<file path="config.mk">
export PLATFORM = sky130hd
export DESIGN_NAME = hwpf_nl_issuer
export DESIGN_NICKNAME = d
export VERILOG_FILES = /design/src/rtl/hwpf_nl_issuer.sv
export SDC_FILE = /design/constraint.sdc
export NUM_CORES = 1
export LEC_CHECK = 0
export CAP_MARGIN = 10
export CORE_ASPECT_RATIO = 0.8
export CORE_MARGIN = 2
export CORE_UTILIZATION = 30
export DETAILED_ROUTE_END_ITERATION = 7
export RECOVER_POWER = 50
export SYNTH_ARGS = -nofsm -noshare
export SYNTH_HDL_FRONTEND = slang
export SYNTH_SLANG_ARGS = --single-unit
</file>
<file path="constraint.sdc">
create_clock -name clk_i -period 4.2 [get_ports clk_i]
set_input_delay 0.84 -clock clk_i [delete_from_list [all_inputs] [get_ports clk_i]]
set_output_delay 0.84 -clock clk_i [all_outputs]
set_load 0.01 [all_outputs]
</file>
<file path="src/rtl/hwpf_nl_issuer.sv">
// Next-line prefetch issuer. It expands a CPU miss into the following cache lines and drops
// candidates already in hwpf_fifo. It issues survivors one at a time and writes them back.
module hwpf_nl_issuer #(
  parameter int unsigned QUEUE_DEPTH     = 3,
  parameter int unsigned INSERTS         = 2,
  parameter int unsigned LINE_BYTES      = 64,
  parameter int unsigned NUM_LINES       = 2,
  parameter int unsigned MAX_OUTSTANDING = 4,
  parameter int unsigned PAGE_BITS       = 12,
  parameter int unsigned ADDR_W          = 32
) (
  input  logic                               clk_i,
  input  logic                               rst_ni,
  input  logic                               flush_i,
  input  logic                               trig_valid_i,
  input  logic [ADDR_W-1:0]                  trig_addr_i,
  input  logic [QUEUE_DEPTH-1:0][ADDR_W-1:0] fifo_data_cpu_i,
  input  logic [QUEUE_DEPTH-1:0]             fifo_data_valid_i,
  output logic [INSERTS-1:0]                 fifo_take_req_o,
  output logic [INSERTS-1:0][ADDR_W-1:0]     fifo_cpu_req_o,
  output logic                               pf_req_valid_o,
  output logic [ADDR_W-1:0]                  pf_req_addr_o,
  input  logic                               pf_req_ready_i,
  input  logic                               pf_rsp_valid_i,
  output logic                               busy_o
);

  // state | meaning
  // IDLE  | waiting for a miss trigger
  // GEN   | evaluating candidate base + idx*LINE_BYTES, one per cycle
  // ISSUE | presenting a surviving candidate to the memory side
  typedef enum logic [1:0] {IDLE, GEN, ISSUE} state_e;

  localparam int unsigned       LINE_SHIFT = $clog2(LINE_BYTES);
  localparam logic [2:0]        IDX_LAST   = 3'(NUM_LINES);
  localparam logic [3:0]        OUT_MAX    = 4'(MAX_OUTSTANDING);
  localparam logic [ADDR_W-1:0] LINE_MASK  = {ADDR_W{1'b1}} << LINE_SHIFT;

  state_e            state_q, state_d;
  logic [ADDR_W-1:0] base_q, base_d;
  logic [ADDR_W-1:0] addr_q, addr_d;
  logic [ADDR_W-1:0] cpu_req_q, cpu_req_d;
  logic [2:0]        idx_q, idx_d;
  logic [3:0]        out_q, out_d;
  logic              valid_q, valid_d;
  logic              take_q, take_d;
  logic              busy_q, busy_d;

  logic [ADDR_W:0]   cand_sum;
  logic [ADDR_W-1:0] cand;
  logic              cand_carry, cand_xpage, cand_hit, cand_skip;
  logic              hs, rsp_eff;

  assign cand_sum   = {1'b0, base_q} + ((ADDR_W+1)'(idx_q) << LINE_SHIFT);
  assign cand       = cand_sum[ADDR_W-1:0];
  assign cand_carry = cand_sum[ADDR_W];
  assign cand_xpage = cand[ADDR_W-1:PAGE_BITS] != base_q[ADDR_W-1:PAGE_BITS];
  assign cand_skip  = cand_carry | cand_xpage | cand_hit;

  always_comb begin
    cand_hit = 1'b0;
    for (int j = 0; j < QUEUE_DEPTH; j++) begin
      if (fifo_data_valid_i[j] && (fifo_data_cpu_i[j] == cand)) cand_hit = 1'b1;
    end
  end

  // A response arriving with nothing in flight is stray and must not wrap the counter.
  assign hs      = valid_q & pf_req_ready_i;
  assign rsp_eff = pf_rsp_valid_i & (out_q != 4'd0);

  always_comb begin
    case ({hs, rsp_eff})
      2'b10:   out_d = out_q + 4'd1;
      2'b01:   out_d = out_q - 4'd1;
      default: out_d = out_q;
    endcase
  end

  always_comb begin
    state_d   = state_q;
    base_d    = base_q;
    idx_d     = idx_q;
    addr_d    = addr_q;
    cpu_req_d = cpu_req_q;
    valid_d   = 1'b0;
    take_d    = 1'b0;

    case (state_q)
      IDLE: begin
        if (trig_valid_i) begin
          base_d  = trig_addr_i & LINE_MASK;
          idx_d   = 3'd1;
          state_d = GEN;
        end
      end
      GEN: begin
        if (cand_skip) begin
          if (idx_q == IDX_LAST) state_d = IDLE;
          else                   idx_d   = idx_q + 3'd1;
        end else begin
          addr_d  = cand;
          valid_d = out_d < OUT_MAX;
          state_d = ISSUE;
        end
      end
      ISSUE: begin
        if (hs) begin
          take_d    = 1'b1;
          cpu_req_d = addr_q;
          idx_d     = idx_q + 3'd1;
          state_d   = (idx_q == IDX_LAST) ? IDLE : GEN;
        end else begin
          valid_d = out_d < OUT_MAX;
        end
      end
      default: state_d = IDLE;
    endcase

    // Flush withdraws the request and suppresses the write-back, but a handshake
    // already taken this cycle still counts as in flight via out_d.
    if (flush_i) begin
      state_d   = IDLE;
      valid_d   = 1'b0;
      take_d    = 1'b0;
      cpu_req_d = cpu_req_q;
    end

    busy_d = state_d != IDLE;
  end

  always_ff @(posedge clk_i or negedge rst_ni) begin
    if (!rst_ni) begin
      state_q   <= IDLE;
      base_q    <= '0;
      addr_q    <= '0;
      cpu_req_q <= '0;
      idx_q     <= '0;
      out_q     <= '0;
      valid_q   <= 1'b0;
      take_q    <= 1'b0;
      busy_q    <= 1'b0;
    end else begin
      state_q   <= state_d;
      base_q    <= base_d;
      addr_q    <= addr_d;
      cpu_req_q <= cpu_req_d;
      idx_q     <= idx_d;
      out_q     <= out_d;
      valid_q   <= valid_d;
      take_q    <= take_d;
      busy_q    <= busy_d;
    end
  end

  assign pf_req_valid_o = valid_q;
  assign pf_req_addr_o  = addr_q;
  assign busy_o         = busy_q;

  always_comb begin
    fifo_take_req_o    = '0;
    fifo_cpu_req_o     = '0;
    fifo_take_req_o[0] = take_q;
    fifo_cpu_req_o[0]  = cpu_req_q;
  end

endmodule

</file>
==> results.yml <==
final_layout:
  post_route_cells_drive_above_1_share: 0.141
  final_common_cell: "clkdlybuf4s50_1"
  nets: 1097
  layout_common_cells: "182 x clkdlybuf4s50_1, 125 x nand2_1, 90 x dfrtp_1, 69 x xnor2_1, 59 x buf_4"
  area_delta_synth_final_pct: 39.3
  design_area_um2: 9300
  fillers: 2197
  final_cells: 1250
yosys:
  synth_top_family_by_area: "simple AND/OR/NAND/NOR gates"
  ys_ff_latch: 90
  synth_top_area_frac: 0.338
  muxShareOfSynthArea: 0.0621
  yosys.area_share.adder: 0.0304
  synth-simple-area-share: 0.207
  yosysUniqueCellTypes: 77
  synth_compound_area_frac: 0.124
  avgSynthCellArea_um2: 9.22
  synth_largest_area_cell: "dfrtp_1"
  yosys_most_used_dff: "dfrtp_1"
  ys_warn_count: 0
  synth-seq-area-share: 0.338
  async_reset_ff_frac: 1.00
  synthTopCellsByArea: "dfrtp_1 34%, xnor2_1 9.1%, nand2_1 7.0%"
  synth_edf_count: 0
  synthXorXnorAreaFrac: 0.150
  synth_cells: 724
  synth.cell_area_um2: 6670
status:
  violations: "max-capacitance violations, max-slew violations"
  status: "finished, violations left"
critical_path:
  cpPeakStageDelay_ns: 0.46
  r2r-start: "idx_q[0]$_DFFE_PN0P_"
  worstPathCellList: "ha_1 -> fa_1 -> buf_4 -> a21o_1 -> a221oi_1 -> buf_4 -> xnor2_1 -> a31oi_1 -> o2111a_1 -> nand4_1 -> nor4_2 -> nand3b_2 -> and2_4 -> mux2_1"
  reg2regPathDepth: 14
  crit_top_cell: "buf_4"
  critical_path_class: "register to register"
  crit_path_end_kind: "register"
  critPathMaxFanout: 6
  r2r_setup_slack_ns: 0.29
  cp_data_arrival_time_ns: 4.15
  critPathSlowestCell: "a221oi_1"
  worstPathRequired_ns: 4.43
  start_kind: "register"
  r2r_end: "idx_q[0]$_DFFE_PN0P_"
hold_path:
  min_from: "cpu_req_q[15]$_DFFE_PN0P_"
  min_path_type: "register to register"
  min_path_cells: 2
  whs_endpoint: "cpu_req_q[15]$_DFFE_PN0P_"
floorplanning:
  core-area_um2: 21700
  start_util: 0.308
  dieArea_um2: 23500
  rows: 48
  fp.dieH_um: 137
  pin_count: 237
  die_w_um: 171
detailed_routing:
  drt_first_pass_iters: 5
  ant_nets: 0
  viasPerCell: 4.83
  drtIter0Drc: 468
  routed_wl_um: 22600
  vias: 6033
  drc: 0
  routedWlPerCell_um: 18.1
place:
  pre_cts_ws_ns: 0.209
  place_area_um2: 9000
  dp.cells: 1234
  io_buffers: 185
  gp_congestion: 0.990
  dp_hpwl_um: 18700
grt:
  antenna_found_initial: 1
  track_usage: 0.193
  grt_pass1_wl_um: 33800
  grt_remaining_overflow: 0
  grt_max_degree: 78
  grt_pass1_vias: 5875
clock_network:
  cts_resized: 0
  cts_setup_buffers: 0
  cts_tree: "built"
  clockRootBuffer: "clkbuf_16"
  clk_pin_slew_ns: 0.07
  clock_sinks: 90
  h-tree-depth: 3
  clock_latency_ns: 0.35
  clk_path_buf_depth: 2
  hold_buffers: 0
  cts_buffers: 9
sta:
  report.final.hold_viol_count: 0
  rsz0062_at_grt: "no"
  fin_tns_setup_ns: 0
  tightest_slew_ns: 1.96
  period_needed_ns: 3.91
  setup_violations: 0
  fin_crit_sh: 0.931
  worst_slack_ns: 0.289
  drv_slew: 105
  skew_ns: 0.00438
  max_freq_ghz: 0.256
  slew_headroom: -0.308
flow_run:
  cap_violations: 2
power_and_ir_drop:
  p_leak_nw: 3.86
  power_density_nw_per_um2: 496
  peakVddDrop_v: 0.000214
  power.total_mw: 4.62
==> worst max-delay path by stage <==
stage	depth (start not counted)	from	end	slack, ns
after global routing	14	idx_q[0]$_DFFE_PN0P_	idx_q[0]$_DFFE_PN0P_	0.05
after global placement	11	fifo_data_valid_i[1]	idx_q[0]$_DFFE_PN0P_	0.16
after detailed placement	13	base_q[6]$_DFFE_PN0P_	idx_q[0]$_DFFE_PN0P_	0.21
after CTS	13	idx_q[0]$_DFFE_PN0P_	idx_q[0]$_DFFE_PN0P_	0.19
final	14	idx_q[0]$_DFFE_PN0P_	idx_q[0]$_DFFE_PN0P_	0.29
after floorplan	12	idx_q[0]$_DFFE_PN0P_	idx_q[1]$_DFFE_PN0P_	0.44
==> power breakdown <==
part,internal (mW),switching [mW],total [mW]
combinational,1.18,1.19,2.37
sequential,1.11,0.299,1.41
clock,0.479,0.362,0.841
total,2.76,1.85,4.62
==> final cells by class <==
cell class | count | area (um^2) | share of cell area
Tap cell | 300 | 375 | 0.0404
Clock buffer | 10 | 239 | 0.0257
Sequential cell | 90 | 2250 | 0.242
Inverter | 17 | 63.8 | 0.00686
Multi-Input combinational cell | 581 | 4010 | 0.431
Antenna cell | 1 | 2.50 | 0.000269
Clock inverter | 5 | 62.6 | 0.00673
Timing Repair Buffer | 246 | 2300 | 0.247
==> synth_stat cells, types with 3 or more instances <==
cell and n:
buf_2 14, o21ai_0 25, nand2_1 125, o32a_1 3, nor2_1 15, mux2_1 8
nand2b_1 7, nor3b_1 5, xnor2_1 69, a211oi_1 4, and4_1 5, nand3_1 17
nor3_1 20, xnor3_1 5, clkbuf_1 15, nand4_1 20, mux2_2 27, o21ai_2 14
o22ai_1 4, nor4b_1 3, ha_1 13, nor4_1 10, inv_1 16, xor2_1 30
and3_1 12, dfrtp_1 90, buf_4 48, a311oi_1 3, a31oi_1 4, o32ai_1 3
nor2b_1 7, or3_1 3, nor4_2 4, a21oi_1 12, o211ai_1 3, o221ai_1 5
==> flip-flops by register name (all words and copies together), names as in the netlist <==
name and flops:
pf_req_addr_o 26, take_q 1, cpu_req_q 26, busy_o 1, pf_req_valid_o 1, idx_q 3, state_q 2, base_q 26
out_q 4
==> layer usage <==
| layer | routed length (um) | vias to the layer above | global-route usage |
|---|---|---|---|
| met5 | 0 | - | 0 |
| met4 | 442 | 0 | 0.0594 |
| met3 | 1610 | 28 | 0.0399 |
| met2 | 9740 | 233 | 0.288 |
| met1 | 10800 | 2857 | 0.278 |
| li1 | - | 2915 | - |
==> worst max-delay path, delay by kind of cell (launching register included) <==
kind            cells  cell delay [ns]
fa+ha+maj           2             0.67
mux                 1             0.32
buf+inv             2             0.40
xor+xnor            1             0.09
simple gates        4             0.77
compound gates      4             1.15
flops               1             0.39
==> logic make-up after synthesis <==
group	Yosys count
AO/OA/AOI/OAI	111
XOR/XNOR	105
multiplexers	37
buffers and inverters	97
flip-flops	90
adder cells (fa/ha/maj)	15
AND/OR/NAND/NOR	268
other	1
==> metrics by stage <==
step | util | hold slack (ns)
2_1_floorplan | - | 0.482
3_3_place_gp | 0.415 | 0.457
3_5_place_dp | 0.415 | 0.461
4_1_cts | 0.429 | 0.478
5_1_grt | 0.429 | 0.496
6_report | 0.429 | 0.474
Power figures use the tool's default switching activity.
